--- src/rtl/otter_iobus_timer.sv ---
// Memory-mapped down-counting timer on the OTTER IOBUS: one-shot or auto-reload,
// programmable prescaler, level interrupt on expiry.
module otter_iobus_timer #(
  parameter logic [31:0] BASE_ADDR  = 32'h1100_0300,
  parameter int          PRESCALE_W = 16
) (
  input  logic        CLK,
  input  logic        RESET,
  input  logic [31:0] IOBUS_ADDR,
  input  logic [31:0] IOBUS_OUT,
  input  logic        IOBUS_WR,
  output logic [31:0] IOBUS_IN,
  output logic        INTR
);

  localparam logic [2:0] OFF_CTRL     = 3'd0;
  localparam logic [2:0] OFF_LOAD     = 3'd1;
  localparam logic [2:0] OFF_COUNT    = 3'd2;
  localparam logic [2:0] OFF_STATUS   = 3'd3;
  localparam logic [2:0] OFF_PRESCALE = 3'd4;

  logic                  ctrl_en;
  logic                  ctrl_auto;
  logic                  ctrl_ie;
  logic [31:0]           load_reg;
  logic [31:0]           count_reg;
  logic                  exp_reg;
  logic [PRESCALE_W-1:0] prescale_reg;
  logic [PRESCALE_W-1:0] pre_cnt;

  logic                  hit;
  logic [2:0]            offset;
  logic                  wr_hit;
  logic                  wr_ctrl;
  logic                  wr_load;
  logic                  wr_count;
  logic                  wr_status;
  logic                  wr_prescale;
  logic                  tick;
  logic                  expire;
  logic                  en_next;
  logic [PRESCALE_W-1:0] pre_next;
  logic                  unused_addr_bits;

  assign unused_addr_bits = ^IOBUS_ADDR[1:0];

  assign hit         = (IOBUS_ADDR[31:5] == BASE_ADDR[31:5]);
  assign offset      = IOBUS_ADDR[4:2];
  assign wr_hit      = IOBUS_WR && hit;
  assign wr_ctrl     = wr_hit && (offset == OFF_CTRL);
  assign wr_load     = wr_hit && (offset == OFF_LOAD);
  assign wr_count    = wr_hit && (offset == OFF_COUNT);
  assign wr_status   = wr_hit && (offset == OFF_STATUS);
  assign wr_prescale = wr_hit && (offset == OFF_PRESCALE);

  assign tick   = ctrl_en && (pre_cnt == prescale_reg);
  // A software COUNT write on a tick cycle suppresses both decrement and expiry.
  assign expire = tick && (count_reg == 32'd0) && !wr_count;

  always_comb begin
    en_next = ctrl_en;
    if (wr_ctrl) begin
      en_next = IOBUS_OUT[0];
    end else if (expire && !ctrl_auto) begin
      en_next = 1'b0;
    end
  end

  // Prescaler sits at 0 while disabled and restarts on a 0->1 EN write.
  always_comb begin
    pre_next = pre_cnt;
    if (!en_next) begin
      pre_next = '0;
    end else if (wr_ctrl && !ctrl_en) begin
      pre_next = '0;
    end else if (tick) begin
      pre_next = '0;
    end else begin
      pre_next = pre_cnt + PRESCALE_W'(1);
    end
  end

  always_ff @(posedge CLK) begin
    if (RESET) begin
      ctrl_en      <= 1'b0;
      ctrl_auto    <= 1'b0;
      ctrl_ie      <= 1'b0;
      load_reg     <= 32'd0;
      count_reg    <= 32'd0;
      exp_reg      <= 1'b0;
      prescale_reg <= '0;
      pre_cnt      <= '0;
    end else begin
      ctrl_en <= en_next;
      pre_cnt <= pre_next;

      if (wr_ctrl) begin
        ctrl_auto <= IOBUS_OUT[1];
        ctrl_ie   <= IOBUS_OUT[2];
      end

      if (wr_load) begin
        load_reg <= IOBUS_OUT;
      end

      if (wr_prescale) begin
        prescale_reg <= IOBUS_OUT[PRESCALE_W-1:0];
      end

      // load_reg here is the pre-edge value, so a coincident LOAD write applies next reload.
      if (wr_count) begin
        count_reg <= IOBUS_OUT;
      end else if (tick) begin
        if (count_reg != 32'd0) begin
          count_reg <= count_reg - 32'd1;
        end else if (ctrl_auto) begin
          count_reg <= load_reg;
        end
      end

      if (expire) begin
        exp_reg <= 1'b1;
      end else if (wr_status && IOBUS_OUT[0]) begin
        exp_reg <= 1'b0;
      end
    end
  end

  always_comb begin
    IOBUS_IN = 32'd0;
    if (hit) begin
      case (offset)
        OFF_CTRL:     IOBUS_IN = {29'd0, ctrl_ie, ctrl_auto, ctrl_en};
        OFF_LOAD:     IOBUS_IN = load_reg;
        OFF_COUNT:    IOBUS_IN = count_reg;
        OFF_STATUS:   IOBUS_IN = {31'd0, exp_reg};
        OFF_PRESCALE: IOBUS_IN = 32'(prescale_reg);
        default:      IOBUS_IN = 32'd0;
      endcase
    end
  end

  assign INTR = exp_reg && ctrl_ie;

endmodule
--- config.mk ---
export PLATFORM = sky130hd
export DESIGN_NAME = otter_iobus_timer
export DESIGN_NICKNAME = d
export VERILOG_FILES = /design/src/rtl/otter_iobus_timer.sv
export SDC_FILE = /design/constraint.sdc
export NUM_CORES = 1
export LEC_CHECK = 0
export ABC_AREA = 1
export CAP_MARGIN = 20
export CORE_ASPECT_RATIO = 1.2
export CORE_MARGIN = 8
export CORE_UTILIZATION = 55
export CTS_CLUSTER_DIAMETER = 40
export DETAILED_ROUTE_END_ITERATION = 7
export PLACE_DENSITY = 0.81
export SYNTH_ARGS = -nofsm -noshare
export SYNTH_HDL_FRONTEND = slang
export SYNTH_SLANG_ARGS = --single-unit
--- constraint.sdc ---
create_clock -name CLK -period 2.4 [get_ports CLK]
set_input_delay 0.24 -clock CLK [delete_from_list [all_inputs] [get_ports CLK]]
set_output_delay 0.24 -clock CLK [all_outputs]
set_load 0.01 [all_outputs]
==> Flow_metrics.wiki, run 1 <==
{| class="wikitable"
! Metric !! Value
|-
| Residual DRC count || 0
|-
| Drt initial violations || 625
|-
| Cells after Synth || 1,090
|-
| Global-route wire length before repair || 35,160 um
|-
| Final hold violation count || 0
|-
| Number of library cell types mapped by synthesis || 40
|-
| Endpoint of the worst register-to-register path || count_reg[15]$_SDFFE_PP0P_
|-
| Worst reg2reg path startpoint || pre_cnt[7]$_SDFF_PP0_
|-
| Final critical delay including setup and external delays || 2.532 ns
|-
| Detailed route wirelength on metal3 || 1255 um
|-
| Antenna diode count || 0
|-
| Root Driver || sky130_fd_sc_hd__clkbuf_16
|-
| Area enclosed by the die boundary || 15,780 sq um
|-
| Max Fclk || 0.3949 GHz
|-
| Maximum number of pins on one net before global-route repair || 43
|-
| Fraction of layout instances using a drive strength above 1 || 9.232%
|-
| Final setup violating endpoints || 6
|-
| MaxCap Viol Count || 0
|-
| Worst Path Max Fanout || 6
|-
| Total of flip-flops plus latches after synthesis || 100
|-
| Worst hold-check path type || flop to flop
|-
| Routed wirelength normalized by instance count || 15.54 um
|-
| Layout Nets || 1,289
|-
| Sinks on Clock Net || 100
|-
| CP Capture Type || primary output
|-
| Sum of overflow across all layers after global routing || 0
|-
| Met1 WL || 8420 um
|-
| Async S/R FF share, synth || 0%
|-
| Number of nets with antenna violations after routing || 0
|-
| Placement Rows || 44
|-
| Endpoint, Worst Hold || pre_cnt[0]$_SDFF_PP0_
|-
| Final worst path period share || 105.5%
|-
| Worst hold stages || 1
|-
| Static leakage || 3.905 nW
|-
| Leading post-synthesis cells by cell area || sky130_fd_sc_hd__dfxtp_1 30%, sky130_fd_sc_hd__nand2_1 16%, sky130_fd_sc_hd__nor2_1 10%, sky130_fd_sc_hd__a21oi_1 7.1%, sky130_fd_sc_hd__inv_1 6.5%
|-
| Number of max-slew violations in the final report || 0
|-
| Share of the synthesized area in the top cell type || 30.31%
|-
| Placed Cells incl. Taps || 1,368
|-
| Number of antenna violations at the first check in global routing || 0
|-
| Num ports || 100
|-
| Routed length on met2 || 10,800 um
|-
| Final standard cell count with taps included and fillers excluded || 1,385
|-
| Worst supply voltage drop on vdd || 0.0003715 V
|-
| Top metal layer carrying routed signals || met4
|-
| FF-to-FF setup slack || 0.33 ns
|-
| Clock skew || 0.009795 ns
|-
| Fin Setup TNS || -0.7039 ns
|-
| Number of buffers inserted by port buffering || 97
|-
| Worst setup SP type || primary input
|-
| Fraction of the yosys area taken by sequential cells || 30.31%
|-
| Via/cell ratio || 5.447
|-
| Cell type with the highest aggregate area in the netlist || sky130_fd_sc_hd__dfxtp_1
|-
| Vias in the first global route || 7,339
|-
| Avg Inst Size Synth || 6.059 sq um
|-
| Data required time of the critical path || 2.16 ns
|-
| Clock latency at the later pin of the worst-skew pair || 0.36 ns
|-
| Hold Startpoint || pre_cnt[0]$_SDFF_PP0_
|-
| Initial standard-cell utilization of the core || 55.53%
|-
| DIE WIDTH || 116.0 um
|-
| Unrepaired setup endpoints after global routing || true
|-
| Final Wtd Congestion || 0.9715
|-
| Tightest slew margin relative to the limit || 60.35%
|-
| DPL Wire Length || 16,930 um
|-
| CTS H-tree depth || 3
|-
| Chip height || 136.0 um
|-
| Length in cells of the worst reg-to-reg path || 13
|-
| Pre-antenna DRT Iters || 6
|-
| Vias || 7,544
|-
| Final worst slack || -0.1325 ns
|-
| Most common library cell in the layout ignoring fill and taps || sky130_fd_sc_hd__nand2_1
|-
| Number of fill cells || 1,078
|-
| Number of flops mapped to enable cells by yosys || 0
|-
| Num CTS Buffers || 9
|-
| Post-synth net total || 1,160
|-
| Classification of the worst setup path || primary input to primary output
|-
| Most used cells in the layout excluding fill and tap cells || 273 x sky130_fd_sc_hd__nand2_1, 177 x sky130_fd_sc_hd__nor2_1, 113 x sky130_fd_sc_hd__inv_1, 100 x sky130_fd_sc_hd__dfxtp_1, 93 x sky130_fd_sc_hd__a21oi_1
|-
| Total wire length || 21,530 um
|-
| Cell area after synthesis || 6604 sq um
|-
| Critical path data arrival time || 2.29 ns
|-
| Total of warnings raised by yosys || 0
|-
| Actual slew at the worst max-slew pin || 0.5933 ns
|-
| Hold buffers post-CTS || 0
|-
| CTS Buffer Depth || 2
|-
| Layout area overhead || 27.98%
|-
| Pwr per Cell Area || 406.6 nW/um^2
|-
| Clk slew on worst S/H paths || 0.06 ns
|-
| Violated checks || negative setup slack
|-
| Placeable Area || 11,890 sq um
|-
| Run status || finished with violations
|-
| Primary FF master, synth || sky130_fd_sc_hd__dfxtp_1
|-
| Post-layout total power || 3.437 mW
|-
| All-Layer GR Usage || 28.19%
|-
| TritonCTS clock tree || built
|}
==> area by class of cell <==
cell class / count / area (sq um) / share of cell area (%)
inverter: 119 / 449.2 / 5.315
sequential: 100 / 2002 / 23.69
clock buffer: 12 / 256.5 / 3.035
tap: 161 / 201.4 / 2.383
multi-input combinational: 830 / 3980 / 47.09
timing repair buffer: 159 / 1515 / 17.93
clock inverter: 4 / 47.55 / 0.5625
==> power breakdown <==
group	leakage (nW)	total (mW)	internal (mW)	switching [mW]
registers	0.805	1.66	1.66	0.000000000607
clock network	0.149	1.53	0.863	0.667
logic	2.95	0.249	0.134	0.115
==> per-layer routing <==
metal | vias to the layer above | GRT usage (%)
met5 | - | 0
met4 | 0 | 18.19
met3 | 71 | 3.956
met2 | 297 | 49.45
met1 | 3393 | 31.06
li1 | 3783 | -
==> cell usage after synthesis (3+ instances only) <==
cell / count
sky130_fd_sc_hd__nor2_2: 7
sky130_fd_sc_hd__nand3_2: 4
sky130_fd_sc_hd__o21ai_0: 65
sky130_fd_sc_hd__nand3_1: 65
sky130_fd_sc_hd__nand4_1: 14
sky130_fd_sc_hd__ha_1: 3
sky130_fd_sc_hd__nand3b_1: 6
sky130_fd_sc_hd__clkbuf_1: 23
sky130_fd_sc_hd__a31oi_1: 7
sky130_fd_sc_hd__o21ai_2: 3
sky130_fd_sc_hd__dfxtp_1: 100
sky130_fd_sc_hd__nand2_1: 273
sky130_fd_sc_hd__inv_2: 3
sky130_fd_sc_hd__a21oi_1: 94
sky130_fd_sc_hd__or2_2: 4
sky130_fd_sc_hd__buf_6: 4
sky130_fd_sc_hd__nor3_1: 19
sky130_fd_sc_hd__nor2_1: 177
sky130_fd_sc_hd__o21ai_1: 20
sky130_fd_sc_hd__xnor2_1: 5
sky130_fd_sc_hd__o211ai_1: 6
sky130_fd_sc_hd__o22ai_1: 10
sky130_fd_sc_hd__buf_2: 12
sky130_fd_sc_hd__xor2_1: 30
sky130_fd_sc_hd__o21a_1: 4
sky130_fd_sc_hd__inv_1: 115
==> kinds of logic (layout without fill, tap and decap cells) <==
family,count (synthesis),after routing,share of synthesized area (%)
multiplexers,1,1,0.1516
flip-flops,100,100,30.31
AO/OA/AOI/OAI,212,212,17.11
XOR/XNOR,35,35,4.642
buffers and inverters,160,294,9.871
adder cells (fa/ha/maj),3,3,0.5685
AND/OR/NAND/NOR,579,579,37.34
==> worst max-delay path by stage <==
stage	cells past startpoint	endpoint	startpoint	slack [ns]
2_1_floorplan	12	count_reg[22]$_SDFFE_PP0P_	count_reg[0]$_SDFFE_PP0P_	0.66
3_3_place_gp	10	IOBUS_IN[25]	IOBUS_ADDR[6]	-0.11
3_5_place_dp	10	IOBUS_IN[25]	IOBUS_ADDR[6]	-0.13
4_1_cts	10	IOBUS_IN[30]	IOBUS_ADDR[6]	-0.11
5_1_grt	10	IOBUS_IN[30]	IOBUS_ADDR[6]	-0.23
6_report	10	IOBUS_IN[25]	IOBUS_ADDR[6]	-0.13
==> per-stage QoR <==
| step | setup slack [ns] | instance area, sq um | hold slack (ns) | util, % |
|---|---|---|---|---|
| after detailed placement | -0.1278 | 8145 | 0.4388 | 68.50 |
| after floorplan | 0.6591 | 6604 | 0.3749 | - |
| after CTS | -0.1113 | 8444 | 0.4511 | 71.01 |
| after global routing | -0.2267 | 8452 | 0.4790 | 71.08 |
| final | -0.1325 | 8452 | 0.4513 | 71.08 |
| after global placement | -0.1149 | 8145 | 0.4281 | 68.50 |
==> critical path, cell delays in order <==
cell,delay [ns]
sky130_fd_sc_hd__clkdlybuf4s50_1,0.42
sky130_fd_sc_hd__nor2_1,0.11
sky130_fd_sc_hd__nand3_1,0.07
sky130_fd_sc_hd__nor2_1,0.11
sky130_fd_sc_hd__nand2_1,0.09
sky130_fd_sc_hd__nor2_2,0.15
sky130_fd_sc_hd__buf_4,0.14
sky130_fd_sc_hd__inv_1,0.19
sky130_fd_sc_hd__a21oi_2,0.21
sky130_fd_sc_hd__clkdlybuf4s50_1,0.56
==> what timing repair did <==
| item | 4_1_cts | 5_1_grt |
|---|---|---|
| endpoints found under the setup margin | 30 | 9 |
| setup buffers | 1 | 0 |
| pin swaps | 1 | 0 |
| resized for setup | 32 | 3 |
| hold endpoints to repair | 0 | 0 |
No activity file was read; power rests on OpenSTA's default activity.
==> inputs of run 2 (changes only) <==
--- a/config.mk
+++ b/config.mk
@@ -5,11 +5,11 @@
 export SDC_FILE = /design/constraint.sdc
 export NUM_CORES = 1
 export LEC_CHECK = 0
-export ABC_AREA = 1
+export ABC_AREA = 0
 export CAP_MARGIN = 20
 export CORE_ASPECT_RATIO = 1.2
 export CORE_MARGIN = 8
-export CORE_UTILIZATION = 55
+export CORE_UTILIZATION = 54
 export CTS_CLUSTER_DIAMETER = 40
 export DETAILED_ROUTE_END_ITERATION = 7
 export PLACE_DENSITY = 0.81
==> Flow_metrics.wiki, run 2 <==
{| class="wikitable"
! Metric !! Value
|-
| Run status || finished with violations
|-
| Violated checks || negative setup slack
|-
| Classification of the worst setup path || flop to flop
|-
| Via/cell ratio || 6.513 (+20%)
|-
| CTS H-tree depth || 3 (unchanged)
|-
| Fin Setup TNS || -6.866 ns (-6.162 ns)
|-
| Delay of the slowest cell on the worst path || 0.56 ns (about the same)
|-
| Critical path data arrival time || 3.00 ns (+0.71 ns)
|-
| Tightest slew margin relative to the limit || 70.58% (+10 points)
|-
| Number of fill cells || 792 (-27%)
|-
| Finished Cell Area || 8463 sq um (+0.13%)
|-
| All-Layer GR Usage || 32.63% (+4.4 points)
|-
| Number of flops mapped to enable cells by yosys || 0 (unchanged)
|-
| Pwr per Cell Area || 401.9 nW/um^2 (-1.2%)
|-
| Hold Startpoint || RESET
|-
| Final critical delay including setup and external delays || 2.754 ns (+0.2212 ns)
|-
| Number of buffers inserted by port buffering || 97 (unchanged)
|-
| Worst hold stages || 2 (+1)
|-
| Static leakage || 3.277 nW (-16%)
|-
| Final setup violating endpoints || 42 (+36)
|-
| Clock latency at the later pin of the worst-skew pair || 0.36 ns (about the same)
|-
| Cells after Synth || 811 (-26%)
|-
| Initial standard-cell utilization of the core || 54.46% (-1.1 points)
|-
| CP Capture Type || flop
|-
| Fraction of layout instances using a drive strength above 1 || 24.00% (+15 points)
|-
| Cell type with the highest aggregate area in the netlist || sky130_fd_sc_hd__dfxtp_1
|-
| Unrepaired setup endpoints after global routing || true
|-
| Vias in the first global route || 7,340 (+0.014%)
|-
| Leading post-synthesis cells by cell area || sky130_fd_sc_hd__dfxtp_1 34%, sky130_fd_sc_hd__a21oi_1 6.7%, sky130_fd_sc_hd__nor2_1 6.6%, sky130_fd_sc_hd__nand2_1 6.5%, sky130_fd_sc_hd__o21ai_0 5.2%
|-
| Clk slew on worst S/H paths || 0.07 ns (about the same)
|-
| Most used cells in the layout excluding fill and tap cells || 124 x sky130_fd_sc_hd__buf_4, 102 x sky130_fd_sc_hd__nand2_1, 95 x sky130_fd_sc_hd__nor2_1, 95 x sky130_fd_sc_hd__dfxtp_1, 78 x sky130_fd_sc_hd__a21oi_1
|-
| Clock skew || 0.008809 ns (-0.0009861 ns)
|-
| Post-synth net total || 881 (-24%)
|-
| Avg Inst Size Synth || 7.305 sq um (+21%)
|-
| Data required time of the critical path || 2.65 ns (+0.49 ns)
|-
| Length in cells of the worst reg-to-reg path || 6 (-7)
|-
| Placeable Area || 10,880 sq um (-8.5%)
|-
| Final standard cell count with taps included and fillers excluded || 1,136 (-18%)
|-
| Cell breakdown of the critical path || xor2_1 -> or4_4 -> or4_4 -> or3_4 -> o41a_1 -> o31a_1
|-
| Leading post-synthesis cells by instance count || 104 x sky130_fd_sc_hd__nor2_1, 102 x sky130_fd_sc_hd__nand2_1, 100 x sky130_fd_sc_hd__dfxtp_1, 79 x sky130_fd_sc_hd__a21oi_1, 61 x sky130_fd_sc_hd__o21ai_0
|-
| Placed Cells incl. Taps || 1,107 (-19%)
|-
| Total of flip-flops plus latches after synthesis || 100 (unchanged)
|-
| Worst setup SP type || flop
|-
| Fraction of the yosys area taken by sequential cells || 33.79% (+3.5 points)
|-
| Actual slew at the worst max-slew pin || 0.4402 ns (-0.1531 ns)
|-
| Residual DRC count || 0 (unchanged)
|-
| Final worst path period share || 114.7% (+9.2 points)
|-
| Worst hold-check path type || primary input to flop
|-
| Final Wtd Congestion || 0.9312 (-4.1%)
|-
| Area enclosed by the die boundary || 14,590 sq um (-7.5%)
|-
| Cell area after synthesis || 5924 sq um (-10%)
|-
| Maximum number of pins on one net before global-route repair || 35 (-19%)
|-
| Place WS || -0.5725 ns (-0.4447 ns)
|-
| Final worst slack || -0.3537 ns (-0.2212 ns)
|-
| Cell family with the largest share of critical-path delay || simple AND/OR/NAND/NOR gates
|-
| DIE WIDTH || 111.6 um (-3.8%)
|-
| Sum of overflow across all layers after global routing || 0 (unchanged)
|-
| Layout Nets || 1,069 (-17%)
|-
| Worst reg2reg path startpoint || prescale_reg[7]$_SDFFE_PP0P_
|-
| Final hold violation count || 0 (unchanged)
|-
| MaxCap Viol Count || 0 (unchanged)
|-
| Number of antenna violations at the first check in global routing || 0 (unchanged)
|-
| Drt initial violations || 880 (+41%)
|-
| Core occupancy in the finished layout || 77.80% (+6.7 points)
|-
| Antenna diode count || 0 (unchanged)
|-
| Total of warnings raised by yosys || 0 (unchanged)
|-
| Global-route wire length before repair || 37,980 um (+8.0%)
|-
| Worst supply voltage drop on vdd || 0.0004942 V (+33%)
|-
| Number of max-slew violations in the final report || 0 (unchanged)
|-
| Layout area overhead || 42.85%
|-
| Primary FF master, synth || sky130_fd_sc_hd__dfxtp_1
|-
| DPL Wire Length || 17,280 um (+2.1%)
|-
| Endpoint, Worst Hold || prescale_reg[1]$_SDFFE_PP0P_
|-
| FF-to-FF setup slack || -0.35 ns (-0.68 ns)
|-
| Share of the synthesized area in the top cell type || 33.79% (+3.5 points)
|-
| TritonCTS clock tree || built
|-
| Buffers & Inverters on Critical Path || 0 (-4)
|-
| Total wire length || 24,310 um (+13%)
|-
| Worst Path Max Fanout || 2 (-4)
|-
| Library cell appearing most often on the critical path || sky130_fd_sc_hd__or4_4
|-
| Hold buffers post-CTS || 0 (unchanged)
|-
| Routed wirelength normalized by instance count || 21.40 um (+38%)
|-
| Async S/R FF share, synth || 0% (unchanged)
|-
| Most common library cell in the layout ignoring fill and taps || sky130_fd_sc_hd__buf_4
|-
| Number of nets with antenna violations after routing || 0 (unchanged)
|-
| Sinks on Clock Net || 100 (unchanged)
|-
| Endpoint of the worst register-to-register path || count_reg[30]$_SDFFE_PP0P_
|-
| Post-layout total power || 3.401 mW (-1.0%)
|-
| CTS Buffer Depth || 2 (unchanged)
|-
| Hold Slack || 0.2907 ns (-0.1606 ns)
|-
| Num ports || 100 (unchanged)
|-
| Root Driver || sky130_fd_sc_hd__clkbuf_16
|-
| Chip height || 130.7 um (-3.9%)
|-
| Max Fclk || 0.3632 GHz (-8.0%)
|-
| Count leader, synth || sky130_fd_sc_hd__nor2_1
|-
| Slowest stage cell on the critical path || sky130_fd_sc_hd__or4_4
|-
| Number of library cell types mapped by synthesis || 58 (+45%)
|-
| Placed standard-cell area || 7929 sq um (-2.7%)
|-
| Vias || 7,399 (-1.9%)
|-
| Placement Rows || 42 (-4.5%)
|-
| Num CTS Buffers || 9 (unchanged)
|-
| Pre-antenna DRT Iters || 8 (+2)
|}
run 2: cell count changes in the layout (fill, tap and decap cells not counted), sizes merged, moves of 16 or more:
cell         change
a22oi           +30
buf            +104
dlygate4sd2     -23
inv            -106
nand2          -172
nand3           -44
nor2            -81
nor4            +18
o21ai           -27
xnor2           +16
run 2: final cells by class:
| cell class | instances | area (sq um) | share of cell area, % |
|---|---|---|---|
| flip-flops and latches | 100 | 2008 | 23.73 |
| inverters | 11 | 41.29 | 0.4879 |
| clock inverters | 6 | 72.57 | 0.8575 |
| multi-input cells | 638 | 3845 | 45.43 |
| repair buffers | 239 | 2102 | 24.84 |
| clock buffers | 10 | 229.0 | 2.706 |
| well taps | 132 | 165.2 | 1.952 |
run 2: worst reg2reg max path, stage by stage, from the launching register on:
cell                      delay, ns
sky130_fd_sc_hd__dfxtp_2       0.33
sky130_fd_sc_hd__xor2_1        0.19
sky130_fd_sc_hd__or4_4         0.56
sky130_fd_sc_hd__or4_4         0.56
sky130_fd_sc_hd__or3_4         0.37
sky130_fd_sc_hd__o41a_1        0.41
sky130_fd_sc_hd__o31a_1        0.23
run 2: where the power goes:
part	total [mW]	switching (mW)	internal [mW]
clock network	1.51	0.685	0.821
logic	0.238	0.116	0.121
registers	1.66	0.00000000112	1.66
run 2: how the worst max path moves through the flow:
stage                                  startpoint  cells after the start                    endpoint
global placement                   IOBUS_ADDR[17]                      7                IOBUS_IN[10]
CTS                  prescale_reg[1]$_SDFFE_PP0P_                      6  count_reg[30]$_SDFFE_PP0P_
global route         prescale_reg[7]$_SDFFE_PP0P_                      6  count_reg[30]$_SDFFE_PP0P_
finish               prescale_reg[7]$_SDFFE_PP0P_                      6  count_reg[30]$_SDFFE_PP0P_
floorplan           prescale_reg[15]$_SDFFE_PP0P_                      8  count_reg[30]$_SDFFE_PP0P_
detailed placement                 IOBUS_ADDR[17]                      7                IOBUS_IN[11]
run 2: cell families (layout without fill, tap and decap cells):
family	after synthesis	in the layout	synth area share, %
simple gates	342	342	27.56
compound gates	240	240	24.86
flops	100	100	33.79
buf+inv	73	266	4.688
xor+xnor	36	36	5.322
mux	17	17	3.147
fa+ha+maj	3	3	0.6336
run 2: timing repair:
action,in CTS,in global routing
buffers inserted,7,5
cloned,3,1
pin swaps,12,9
resized for setup,133,57
endpoints found under the setup margin,84,70
run 2: routing by layer:
metal	up-vias	global-route usage (%)	part of all wire (%)
li1	3310	-	-
met1	3477	36.36	37
met2	491	58.69	49
met3	121	4.828	8.6
met4	0	19.26	5.2
met5	-	0	0
==> edit (flow settings as in run 1) <==
The parameter `PRESCALE_W` goes from 16 to 18.
--- a/src/rtl/otter_iobus_timer.sv
+++ b/src/rtl/otter_iobus_timer.sv
@@ -3,5 +3,5 @@
 module otter_iobus_timer #(
   parameter logic [31:0] BASE_ADDR  = 32'h1100_0300,
-  parameter int          PRESCALE_W = 16
+  parameter int          PRESCALE_W = 18
 ) (
   input  logic        CLK,
Formal check against the unedited RTL: not equivalent (Yosys sat finds a counterexample within 4 cycles, from zero or initial values and one cycle with RESET high).
==> edit against run 1 <==
  * The flow still finishes with violations (setup timing)
  * Setup slack improved by 0.098 ns
  * Power rose by 1.1%
  * Critical endpoint is now IOBUS_IN[2]
  * Count of clock-buffer cells in the layout fell by 2
  * Largest cell class unchanged
  * Sequential power rose by 4%
  * Highest routed layer unchanged
  * Synthesized area rose by 0.49%
  * Sequential cell count rose by 4
  * Routed wire length rose by 0.46%
  * Design area rose by 0.67%
==> edit: results <==
{
  "syn-num-nets": 1163,
  "drive_above_1_share_pct": 8.66,
  "grt_pass1_wl_um": 35300,
  "viasPerCell": 5.48,
  "cp_top_family": "buffers and inverters",
  "dp_slack_ns": -0.123,
  "status": "finished with violations",
  "clock_skew_ns": 0.0123,
  "arrival_ns": 2.19,
  "synth_warnings": 0,
  "cp_slowest_cell": "clkdlybuf4s50_1",
  "ys_seq_area_share_pct": 31.4,
  "violations": "setup timing",
  "synth_xor_area_share_pct": 4.75,
  "worst_slew_pin_slew_ns": 0.494,
  "synthAdderAreaFrac_pct": 0.566,
  "fillers": 1096,
  "synthTopCellsByArea": "dfxtp_1 (31%), nand2_1 (15%), nor2_1 (9.9%)",
  "crit_fanout": 12,
  "drt_iter0_markers": 595,
  "setup_viol": 2,
  "clockRootBuffer": "clkbuf_16",
  "fin_ws_ns": -0.0343,
  "hold_class": "register to register",
  "synth_common_cells": "nand2_1 (270), nor2_1 (175), inv_1 (118)",
  "wl_per_cell_um": 15.6,
  "grt_max_degree": 33,
  "synth_compound_area_share_pct": 18.5,
  "synth_top_area_share_pct": 31.4,
  "finalSetupTns_ns": -0.0547,
  "muxShareOfSynthArea_pct": 0,
  "globalplace.congestion": 0.931,
  "ys_types": 43,
  "grt_usage_pct": 27.9,
  "dp_hpwl_um": 16500,
  "dr.pass1.iters": 6,
  "p_leak_nw": 3.81,
  "ir_drop_uv": 278,
  "final_nets": 1289,
  "first_global_vias": 7282
}
## edit: cell types whose count changed after synthesis, sizes merged, moves of 5 or more
| cell | delta |
|---|---|
| a21oi | +13 |
| clkbuf | +5 |
| nand3 | -8 |
| nor3 | -9 |
| xnor2 | +6 |
| xor2 | -5 |
## edit: kinds of logic after synthesis
family / Yosys count
DFF: 104
xor gates and xnor gates: 36
adders and majority gates: 3
buffers and inverters: 165
AOI/OAI and AO/OA: 231
and+or+nand+nor: 554
## edit: path summary, 6_finish.rpt
path	from	to	cells after the start
setup / recovery	IOBUS_ADDR[3]	IOBUS_IN[2]	8
hold reg to reg	load_reg[1]	load_reg[1]	2
hold / removal	load_reg[1]	load_reg[1]	2
setup reg to reg	count_reg[0]	count_reg[13]	14
## edit: timing repair
item	4_1_cts	5_1_grt
endpoints found under the setup margin	32	12
gates resized for setup	24	18
buffers inserted	1	1
## edit: through the flow
| step | instance area (um2) | std cells | util (%) | hold slack (ns) |
|---|---|---|---|---|
| after CTS | 8480 | 1384 | 71.0 | 0.467 |
| after floorplan | 6640 | 1093 | - | 0.405 |
| after global routing | 8510 | 1385 | 71.2 | 0.493 |
| after global placement | 8200 | 1367 | 68.6 | 0.453 |
| final | 8510 | 1385 | 71.2 | 0.467 |
| after detailed placement | 8200 | 1367 | 68.6 | 0.458 |
## edit: worst min-delay path, delay by kind of cell (launching register included)
kind,cells,cell delay [ns]
DFF,1,0.31
buffers and inverters,1,0.06
AOI/OAI and AO/OA,1,0.05
## edit: metal layers
| layer | routed length [um] | vias up | global-route usage [%] |
|---|---|---|---|
| met1 | 8460 | 3478 | 31.3 |
| met5 | 0 | - | 0 |
| met3 | 1290 | 71 | 4.04 |
| met4 | 1100 | 0 | 17.5 |
| li1 | - | 3772 | - |
| met2 | 10800 | 266 | 48.4 |
## edit: cell type report
cell class	instances	area share, %
Clock buffer	10	2.69
Inverter	123	5.49
Timing Repair Buffer	157	18.1
Clock inverter	6	0.779
Tap cell	161	2.37
Sequential cell	104	24.5
Multi-Input combinational cell	824	46.1
## edit: where the power goes
part	internal, mW	switching [mW]	total (mW)
clock network	0.816	0.679	1.50
registers	1.72	0.000000000737	1.72
logic	0.135	0.122	0.257
total	2.67	0.801	3.48
